## config.mk

```make
export PLATFORM = sky130hd
export DESIGN_NAME = out_serializer
export DESIGN_NICKNAME = d
export VERILOG_FILES = /design/src/rtl/out_serializer.sv
export SDC_FILE = /design/constraint.sdc
export NUM_CORES = 1
export LEC_CHECK = 0
export CAP_MARGIN = 0
export CELL_PAD_IN_SITES_DETAIL_PLACEMENT = 1
export CELL_PAD_IN_SITES_GLOBAL_PLACEMENT = 1
export CORE_MARGIN = 1
export CORE_UTILIZATION = 41
export DETAILED_ROUTE_END_ITERATION = 12
export PLACE_DENSITY = 0.86
export SYNTH_ARGS = -nofsm -noshare
export SYNTH_HDL_FRONTEND = slang
export SYNTH_SLANG_ARGS = --single-unit
```

## constraint.sdc

```tcl
create_clock -name IQC -period 1.61 [get_ports IQC]
set_clock_uncertainty 0.15 [all_clocks]
set_input_delay 0.322 -clock IQC [delete_from_list [all_inputs] [get_ports IQC]]
set_output_delay 0.322 -clock IQC [all_outputs]
set_load 0.01 [all_outputs]
```

## src/rtl/out_serializer.sv

```systemverilog
// rtl/out_serializer.sv - one-word buffered LSB-first parallel-to-serial output stage
// Optional trailing even-parity bit: define OUT_SERIALIZER_PARITY_EN.
module out_serializer #(
  parameter int   WIDTH      = 8,
  parameter logic IDLE_LEVEL = 1'b1
) (
  input  logic             IQC,
  input  logic             QRT,
  input  logic [WIDTH-1:0] DIN,
  input  logic             DIN_VLD,
  output logic             DIN_RDY,
  output logic             OQI,
  output logic             BUSY,
  output logic             DONE
);

  localparam int CW = (WIDTH > 2) ? $clog2(WIDTH) : 1;
  localparam logic [CW-1:0] LAST = CW'(WIDTH - 1);

`ifdef OUT_SERIALIZER_PARITY_EN
  typedef enum logic [1:0] {IDLE = 2'd0, SHIFT = 2'd1, PARITY = 2'd2} state_t;
`else
  typedef enum logic {IDLE = 1'b0, SHIFT = 1'b1} state_t;
`endif

  state_t           state, state_n;
  logic [WIDTH-1:0] hold, hold_n;
  logic             hold_full, hold_full_n;
  logic [WIDTH-1:0] shreg, shreg_n;
  logic [CW-1:0]    cnt, cnt_n;
  logic             oqi_q, oqi_n;
  logic             done_q, done_n;
  logic             load;
`ifdef OUT_SERIALIZER_PARITY_EN
  logic             par, par_n;
`endif

  always_ff @(posedge IQC or posedge QRT) begin
    if (QRT) begin
      state     <= IDLE;
      hold      <= '0;
      hold_full <= 1'b0;
      shreg     <= '0;
      cnt       <= '0;
      oqi_q     <= IDLE_LEVEL;
      done_q    <= 1'b0;
`ifdef OUT_SERIALIZER_PARITY_EN
      par       <= 1'b0;
`endif
    end else begin
      state     <= state_n;
      hold      <= hold_n;
      hold_full <= hold_full_n;
      shreg     <= shreg_n;
      cnt       <= cnt_n;
      oqi_q     <= oqi_n;
      done_q    <= done_n;
`ifdef OUT_SERIALIZER_PARITY_EN
      par       <= par_n;
`endif
    end
  end

  always_comb begin
    state_n     = state;
    hold_n      = hold;
    hold_full_n = hold_full;
    shreg_n     = shreg;
    cnt_n       = cnt;
    oqi_n       = oqi_q;
    done_n      = 1'b0;
    load        = 1'b0;
`ifdef OUT_SERIALIZER_PARITY_EN
    par_n       = par;
`endif

    // Accept only when empty; a load needs a full holding register, so both never coincide.
    if (DIN_VLD && !hold_full) begin
      hold_n      = DIN;
      hold_full_n = 1'b1;
    end

    case (state)
      IDLE: begin
        if (hold_full) load = 1'b1;
      end
      SHIFT: begin
        if (cnt == LAST) begin
`ifdef OUT_SERIALIZER_PARITY_EN
          state_n = PARITY;
          oqi_n   = par;
          done_n  = 1'b1;
`else
          if (hold_full) begin
            load = 1'b1;
          end else begin
            state_n = IDLE;
            oqi_n   = IDLE_LEVEL;
          end
`endif
        end else begin
          cnt_n   = cnt + CW'(1);
          shreg_n = shreg >> 1;
          oqi_n   = shreg[1];
`ifndef OUT_SERIALIZER_PARITY_EN
          done_n  = (cnt_n == LAST);
`endif
        end
      end
`ifdef OUT_SERIALIZER_PARITY_EN
      PARITY: begin
        if (hold_full) begin
          load = 1'b1;
        end else begin
          state_n = IDLE;
          oqi_n   = IDLE_LEVEL;
        end
      end
`endif
      default: begin
        state_n = IDLE;
        oqi_n   = IDLE_LEVEL;
      end
    endcase

    if (load) begin
      state_n     = SHIFT;
      shreg_n     = hold;
      cnt_n       = '0;
      oqi_n       = hold[0];
      hold_full_n = 1'b0;
`ifdef OUT_SERIALIZER_PARITY_EN
      par_n       = ^hold;
`endif
    end
  end

  assign DIN_RDY = !hold_full;
  assign OQI     = oqi_q;
  assign BUSY    = (state != IDLE);
  assign DONE    = done_q;

endmodule

```

Word level (Yosys, flattened, before mapping):

Index checks and enable logic that the tools add are counted.

* flip-flop bits (word level): 23
* output and inout bits: 4
* input port bits: 11

* $add $sub $neg: 1
* equal/unequal tests: 4
* muxes and demuxes: 20
* bitwise gates (word level): 1
* reduce and logical (&&, ||, !) cells: 6

Operator list (number)
* two-way mux 8 bit: 3
* two-way mux 1 bit: 13
* two-way mux 3 bit: 3
* equality test 3 bit (second input constant): 2
* AND reduction 2 bit: 2
* nonzero test 2 bit: 2
* adder 3 x 1 -> 3 bit (second input constant): 1
* != test 3 bit (second input constant): 1
* != test 2 bit (second input constant): 1
* one-hot mux 1 bit (2 select lines): 1
* logical AND 1 bit: 1
* zero test 1 bit: 1
* NOT 1 bit: 1

Longest topological paths before layout:

Gate-level depths: netlist of the first run.

* word-level depth: 5
* mapped depth: 7
* gate-level depth less buffers: 5

Worst setup path after synthesis of the first run:

OpenSTA, ideal clock, no wires.

* path type: reg-to-reg
* start: reg cnt[0]
* end: reg shreg[1]
* arrival: 1.170 ns
* clock period less this slack: 1.441 ns
* slack: 0.169 ns
* path buffers: 2
* data required time: 1.339 ns
* stages on the path, launching flop included: 7
* library setup time: 0.121 ns
* cell sequence: dfrtp_1 ha_1 ha_1 nor2b_1 buf_4 buf_6 o21ai_1

* cells in the longest elaborated chain, start to end: 5
* elaborated cells between the ends (all ways): 7
* those cells by class: eq/ne (2); mux (3); reduce/logical (2)

RTL lines
* start, declared: RTL line 30 `logic [CW-1:0] cnt, cnt_n;`
* start signal, assigned: RTL line 55 `cnt <= cnt_n;`
* equality test 3 bit (*): RTL line 88 `if (cnt == LAST) begin`
* two-way mux 1 bit: RTL line 88
* one-hot mux 1 bit (2 select lines): RTL line 83 `case (state)`
* != test 2 bit (no source line) / nonzero test 2 bit (equally long branches)
* AND reduction 2 bit (no source line)
* end signal, assigned: RTL line 54 `shreg <= shreg_n;`
* end, declared: RTL line 29 `logic [WIDTH-1:0] shreg, shreg_n;`

Every way passes the cells marked *; elsewhere a longest branch is shown, timed or not.
A chain may end at the register's enable or synchronous reset.

Worst setup path in the final report of the first run:

* start: reg hold_full
* end: reg hold[4]

* cells in the longest elaborated chain, start to end: 2

RTL lines
* start, declared: RTL line 28 `logic hold_full, hold_full_n;`
* start signal, assigned: RTL line 53 `hold_full <= hold_full_n;`
* zero test 1 bit: RTL line 78 `if (DIN_VLD && !hold_full) begin`
* logical AND 1 bit: RTL line 78
* end signal, assigned: RTL line 52 `hold <= hold_n;`
* end, declared: RTL line 27 `logic [WIDTH-1:0] hold, hold_n;`

No other way between the ends.

==> results of run 1 <==
-- registers in the layout, indices dropped and copies added, names as in the netlist --
name       flops
OQI            1
shreg          7
BUSY           1
DONE           1
hold_full      1
hold           8
cnt            3
-- cell type report --
type / count / area [sq um] / area share, %
clock buffer: 3 / 22.52 / 1.761
clock inverter: 1 / 30.03 / 2.348
inverter: 4 / 15.01 / 1.174
multi-input combinational: 47 / 379.1 / 29.65
sequential: 22 / 551.8 / 43.15
tap: 28 / 35.03 / 2.740
timing repair buffer: 27 / 245.2 / 19.18
-- layer usage --
metal | GRT usage (%) | routed length [um] | up-vias
li1 | - | - | 316
met1 | 25.10 | 982 | 332
met2 | 34.44 | 1263 | 14
met3 | 2.121 | 50 | 4
met4 | 12.04 | 27 | 0
met5 | 0 | 0 | -
-- cell usage in the layout (no fill, tap or decap), drive strengths merged --
cell,Yosys,final
buf,4,13
clkdlybuf4s50,0,10
dlygate4sd2,0,3
nand2,10,10
clkdlybuf4s15,0,1
nand3,2,2
ha,3,3
and3,1,1
inv,4,4
o21ai,10,10
bufinv,0,1
nor2,1,1
mux2i,7,7
nor2b,2,2
a31oi,1,1
dfstp,1,1
clkbuf,0,3
dfrtp,21,21
nand2b,1,1
o32ai,1,1
mux2,7,7
a21o,1,1
-- worst reg2reg max path, stage by stage, from the launching register on --
cell	delay [ps]
dfrtp_1	420
buf_4	150
buf_4	140
nor2b_2	200
buf_6	170
mux2_4	300
-- power by group through the flow --
stage / clock network [W] / registers [W] / logic (W)
after floorplan: 0 / 0.000929 / 0.000663
after global placement: 0 / 0.000946 / 0.000891
after detailed placement: 0 / 0.000966 / 0.000962
after CTS: 0.000436 / 0.000949 / 0.00102
after global routing: 0.000454 / 0.000977 / 0.00121
final: 0.000425 / 0.000950 / 0.00109
-- repair_timing --
item / 4_1_cts / 5_1_grt
gates resized for setup: 10 / 7
cloned: 1 / 0
setup endpoints to repair: 11 / 12
buffers inserted: 2 / 1
-- metrics by stage --
| step | instances | utilization [%] |
|---|---|---|
| floorplan | 77 | - |
| global placement | 124 | 53.11 |
| detailed placement | 124 | 53.11 |
| CTS | 131 | 56.62 |
| global route | 132 | 57.81 |
| finish | 132 | 57.81 |
-- cells by family (layout without fill, tap and decap cells) --
logic type | Yosys count | after routing | share of synthesized area (%)
mux | 14 | 14 | 18.06
flops | 22 | 22 | 56.90
fa+ha+maj | 3 | 3 | 3.871
simple gates | 17 | 17 | 7.872
buf+inv | 8 | 35 | 5.418
compound gates | 13 | 13 | 7.872
-- worst max path at each step --
stage | startpoint | to | slack (ps) | depth (start not counted)
finish | hold_full | hold[4] | -20 | 5
global route | hold_full | hold[4] | -50 | 5
CTS | cnt[0] | shreg[1] | 8 | 6
detailed placement | DIN_VLD | hold[5] | -160 | 4
global placement | DIN_VLD | hold[4] | -100 | 4
floorplan | cnt[0] | shreg[1] | 170 | 6
==> impl_metrics.env, run 1 <==
export IMPL_final_cell_area_sq_mm=0.001279
export IMPL_drcViolationCount=0
export IMPL_p_comb_share_pct=44.2
export IMPL_slew_headroom_pct=77.61
export IMPL_timing_critical_path_max_delay_family="buffers and inverters"
export IMPL_violations="negative setup slack"
export IMPL_synthTopCellsByArea="dfrtp_1 54%, mux2_4 11%, mux2i_1 7.2%, o21ai_0 4.1%, ha_1 3.9%"
export IMPL_syn2layout_area_growth_pct=31.87
export IMPL_synth_top_cell_by_area="dfrtp_1"
export IMPL_crit_required_ps=1670
export IMPL_crit_top_cell="buf_4"
export IMPL_layout_nets=119
export IMPL_hp_class="in -> async"
export IMPL_ff2ff_setup_slack_ps=-20
export IMPL_clkSlewWorstSetupHoldPaths_ps=130
export IMPL_n_antenna_cell=0
export IMPL_antenna_left=0
export IMPL_timing_setup_tns_ps=-40.91
export IMPL_drive_gt1_share_pct=29.81
export IMPL_p_int_w=0.001636
export IMPL_placed_area_sq_mm=0.001175
export IMPL_crit_fanout=5
export IMPL_critPathLaunchType="flip-flop"
export IMPL_synth_nets=91
export IMPL_pre_cts_ws_ps=-155.3
export IMPL_grt_pass1_vias=799
export IMPL_cap_viol_max_count=0
export IMPL_cp_arrival_ps=1680
export IMPL_r2r_end="hold[4]"
export IMPL_cts_buffer_depth=2
export IMPL_cts_tree="built"
export IMPL_die_area_sq_mm=0.002563
export IMPL_crit_type="reg -> reg"
export IMPL_rsz0062_at_grt="yes"
export IMPL_drt_iter0_drc=8
export IMPL_path_cells="buf_4, buf_4, nor2b_2, buf_6, mux2_4"
export IMPL_p_sw_w=0.0008305
export IMPL_async_flop_share_pct=100.0
export IMPL_wl_mm=2.324
export IMPL_vdd_drop_max_mv=0.9433
export IMPL_firstDrtPassIters=4
export IMPL_synth_ff_type="dfrtp_1"
export IMPL_yosysWarningCount=0
export IMPL_cp_num_buf_inv=3
export IMPL_synth_edf_count=0
export IMPL_synth_avg_cell_area_sq_um=12.59
export IMPL_yosysSeqAreaShare_pct=56.90
export IMPL_clock_power_share_pct=17.2
export IMPL_nFillCells=238
export IMPL_cts_buffers=3
export IMPL_syn_cell_area_sq_um=969.7
export IMPL_setup_slack_ps=-15.38
export IMPL_grtUsageTotal_pct=20.43
export IMPL_grt_max_degree=14
export IMPL_final_max_slew_viol_count=0
export IMPL_clk_latency_ps=310
export IMPL_p_sw_share_pct=33.67
export IMPL_endpoint_kind="flip-flop"
export IMPL_detail_route_vias_per_cell=5.045
export IMPL_cp_slowest_cell="dfrtp_1"
export IMPL_core_sq_mm=0.002212
export IMPL_via_count=666
export IMPL_yosysUniqueCellTypes=20
export IMPL_numClockSinks=22
export IMPL_status="finished with violations"
export IMPL_r2r_start="hold_full"
export IMPL_leakagePower_nw=0.6244
export IMPL_dp_hpwl_mm=1.527
export IMPL_ctsHtreeMaxLevel=1
export IMPL_post_route_min_period_ps=1625
export IMPL_postCtsHoldBufs=0
export IMPL_yosysTopAreaCellShare_pct=54.19
export IMPL_gp_congestion=0.6901
export IMPL_hold_violations=0
export IMPL_hold_worst_slack_ps=101.9
export IMPL_rr_worst_depth=5
export IMPL_p_seq_share_pct=38.5
export IMPL_clock_fmax_ghz=0.6152
export IMPL_ys_ff_latch=22
export IMPL_period_share_pct=101.0
export IMPL_yosys_top_cells_count="21 x dfrtp_1, 10 x nand2_1, 8 x o21ai_0"
export IMPL_finalSetupViolCount=7
export IMPL_power_density_mw_per_mm2=1929
export IMPL_syn_inst=77
export IMPL_io_buffers=14
export IMPL_antenna_found_initial=0
export IMPL_yosysMostFrequentCell="dfrtp_1"
export IMPL_tightest_slew_ps=335.5
export IMPL_max_stage_delay_ps=420
export IMPL_row_count=17
export IMPL_wl_per_cell_um=17.61
export IMPL_die_h_um=50.63
export IMPL_grt_pass1_wl_mm=3.739
export IMPL_finalPower_w=0.002466
export IMPL_overflow=0
export IMPL_clockRootBuffer="clkbuf_4"
export IMPL_io_pins=15
export IMPL_die_w_um=50.63
export IMPL_initial_core_util_pct=43.83
No activity file was read; power rests on OpenSTA's default activity.
==> run 2, diff against run 1 <==
--- a/config.mk
+++ b/config.mk
@@ -12,6 +12,7 @@
 export CORE_UTILIZATION = 41
 export DETAILED_ROUTE_END_ITERATION = 12
 export PLACE_DENSITY = 0.86
+export SLEW_MARGIN = 20
 export SYNTH_ARGS = -nofsm -noshare
 export SYNTH_HDL_FRONTEND = slang
 export SYNTH_SLANG_ARGS = --single-unit
==> results of run 2 <==
Final layout, timing and power as in run 1 (identical DEF).
==> run 3, diff against run 2 <==
--- a/config.mk
+++ b/config.mk
@@ -11,6 +11,7 @@
 export CORE_MARGIN = 1
 export CORE_UTILIZATION = 41
 export DETAILED_ROUTE_END_ITERATION = 12
+export MAX_ROUTING_LAYER = met4
 export PLACE_DENSITY = 0.86
 export SLEW_MARGIN = 20
 export SYNTH_ARGS = -nofsm -noshare
==> run 3 against run 2 <==
Net effect: sequential power hardly changed; global-route usage grew 0.57 points; worst hold slack barely moved; non-clock buffer count is the same; maximum frequency fell by 0.13%; the run still ends with negative setup slack left; total power barely moved; first-iteration DRC count decreased by 13%; sequential share of layout area unchanged; critical path depth did not move; die area is the same; cell count unchanged; utilization stayed put; largest cell class unchanged.
==> impl_metrics.env, run 3 (synthesis gave the netlist of run 1 again) <==
export IMPL_die_h_um=50.63
export IMPL_overflow=0
export IMPL_postCtsHoldBufs=0
export IMPL_gp_congestion=0.6974
export IMPL_io_pins=15
export IMPL_post_route_min_period_ps=1628
export IMPL_violations="negative setup slack"
export IMPL_cts_tree="built"
export IMPL_wl_per_cell_um=17.58
export IMPL_finalPower_w=0.002467
export IMPL_grtUsageTotal_pct=20.99
export IMPL_finalSetupViolCount=7
export IMPL_period_share_pct=101.1
export IMPL_grt_max_degree=14
export IMPL_syn2layout_area_growth_pct=31.87
export IMPL_power_density_mw_per_mm2=1929
export IMPL_layout_nets=119
export IMPL_tightest_slew_ps=335.5
export IMPL_hold_violations=0
export IMPL_wl_mm=2.320
export IMPL_crit_required_ps=1670
export IMPL_endpoint_kind="flip-flop"
export IMPL_final_core_util_pct=57.81
export IMPL_core_sq_mm=0.002212
export IMPL_dp_hpwl_mm=1.527
export IMPL_drive_gt1_share_pct=29.81
export IMPL_clk_latency_ps=310
export IMPL_rsz0062_at_grt="yes"
export IMPL_grt_pass1_vias=801
export IMPL_initial_core_util_pct=43.83
export IMPL_final_cell_mix="21 x dfrtp_1, 10 x nand2_1, 10 x buf_4, 10 x clkdlybuf4s50_1"
export IMPL_final_common_cell="dfrtp_1"
export IMPL_cap_viol_max_count=0
export IMPL_cts_buffers=3
export IMPL_die_area_sq_mm=0.002563
export IMPL_max_stage_delay_ps=420
export IMPL_io_buffers=14
export IMPL_crit_type="reg -> reg"
export IMPL_n_antenna_cell=0
export IMPL_reg_top3="hold: 8 flops, shreg: 7 flops, cnt: 3 flops"
export IMPL_finalNonFillerCells=132
export IMPL_critPathLaunchType="flip-flop"
export IMPL_cp_arrival_ps=1680
export IMPL_hp_class="in -> async"
export IMPL_dp_cells=124
export IMPL_pre_cts_ws_ps=-155.3
export IMPL_via_count=666
export IMPL_r2r_start="hold_full"
export IMPL_drt_iter0_drc=7
export IMPL_leakagePower_nw=0.6244
export IMPL_largest_register_ffs=8
export IMPL_firstDrtPassIters=4
export IMPL_ctsHtreeMaxLevel=1
export IMPL_timing_setup_tns_ps=-54.09
export IMPL_rr_worst_depth=5
export IMPL_path_cells="buf_4, buf_4, nor2b_2, buf_6, mux2_4"
export IMPL_vdd_drop_max_mv=0.9411
export IMPL_top_register="hold"
export IMPL_detail_route_vias_per_cell=5.045
export IMPL_crit_fanout=5
export IMPL_cts_buffer_depth=2
export IMPL_crit_top_cell="buf_4"
export IMPL_clockRootBuffer="clkbuf_4"
export IMPL_slew_headroom_pct=77.61
export IMPL_setup_slack_ps=-17.56
export IMPL_drcViolationCount=0
export IMPL_clock_fmax_ghz=0.6144
export IMPL_grt_pass1_wl_mm=3.739
export IMPL_row_count=17
export IMPL_die_w_um=50.63
export IMPL_clkSlewWorstSetupHoldPaths_ps=130
export IMPL_ff2ff_setup_slack_ps=-20
export IMPL_numClockSinks=22
export IMPL_final_max_slew_viol_count=0
export IMPL_antenna_found_initial=0
export IMPL_cp_slowest_cell="dfrtp_1"
export IMPL_antenna_left=0
export IMPL_r2r_end="hold[4]"
export IMPL_status="finished with violations"
run 3: area by class of cell:
type,count,area [sq um]
Clock buffer,3,22.52
Sequential cell,22,551.8
Tap cell,28,35.03
Multi-Input combinational cell,47,379.1
Clock inverter,1,30.03
Inverter,4,15.01
Timing Repair Buffer,27,245.2
Fill cell,238,933.4
run 3: worst max path at each step:
stage                     startpoint        to  slack (ps)  cells past startpoint
final                      hold_full   hold[4]         -20                      5
after global placement       DIN_VLD   hold[4]        -100                      4
after global routing       hold_full   hold[4]         -50                      5
after floorplan               cnt[0]  shreg[1]         170                      6
after CTS                     cnt[0]  shreg[1]           8                      6
after detailed placement     DIN_VLD   hold[5]        -160                      4
run 3: what timing repair did:
item | 4_1_cts | 5_1_grt
pin swaps | 0 | 0
gates cloned | 1 | 0
buffers inserted | 2 | 1
resized for setup | 10 | 7
setup endpoints to repair | 11 | 12
run 3: per-stage QoR:
step	hold WS, ps	cell area, sq um
3_5_place_dp	336.4	1175
6_report	101.9	1279
3_3_place_gp	312.4	1175
2_1_floorplan	160.5	969.7
5_1_grt	145.2	1279
4_1_cts	104.2	1252
run 3: critical path: cells and delay by family, from the launching register on:
kind	cells	cell delay (ps)
simple gates	1	200
buf+inv	3	460
mux	1	300
flops	1	420
run 3: power by group:
part / total, W / switching [W] / internal (W)
Combinational: 0.00109 / 0.000510 / 0.000581
Clock: 0.000425 / 0.000174 / 0.000252
Sequential: 0.000951 / 0.000148 / 0.000803
Total: 0.00247 / 0.000831 / 0.00164
run 3: per-layer routing:
layer | track usage [%] | vias to the layer above | part of all wire (%)
met1 | 25.10 | 332 | 42
met5 | - | - | 0
met3 | 2.121 | 4 | 2.2
met4 | 12.04 | 0 | 1.3
met2 | 34.44 | 14 | 54
li1 | - | 316 | -
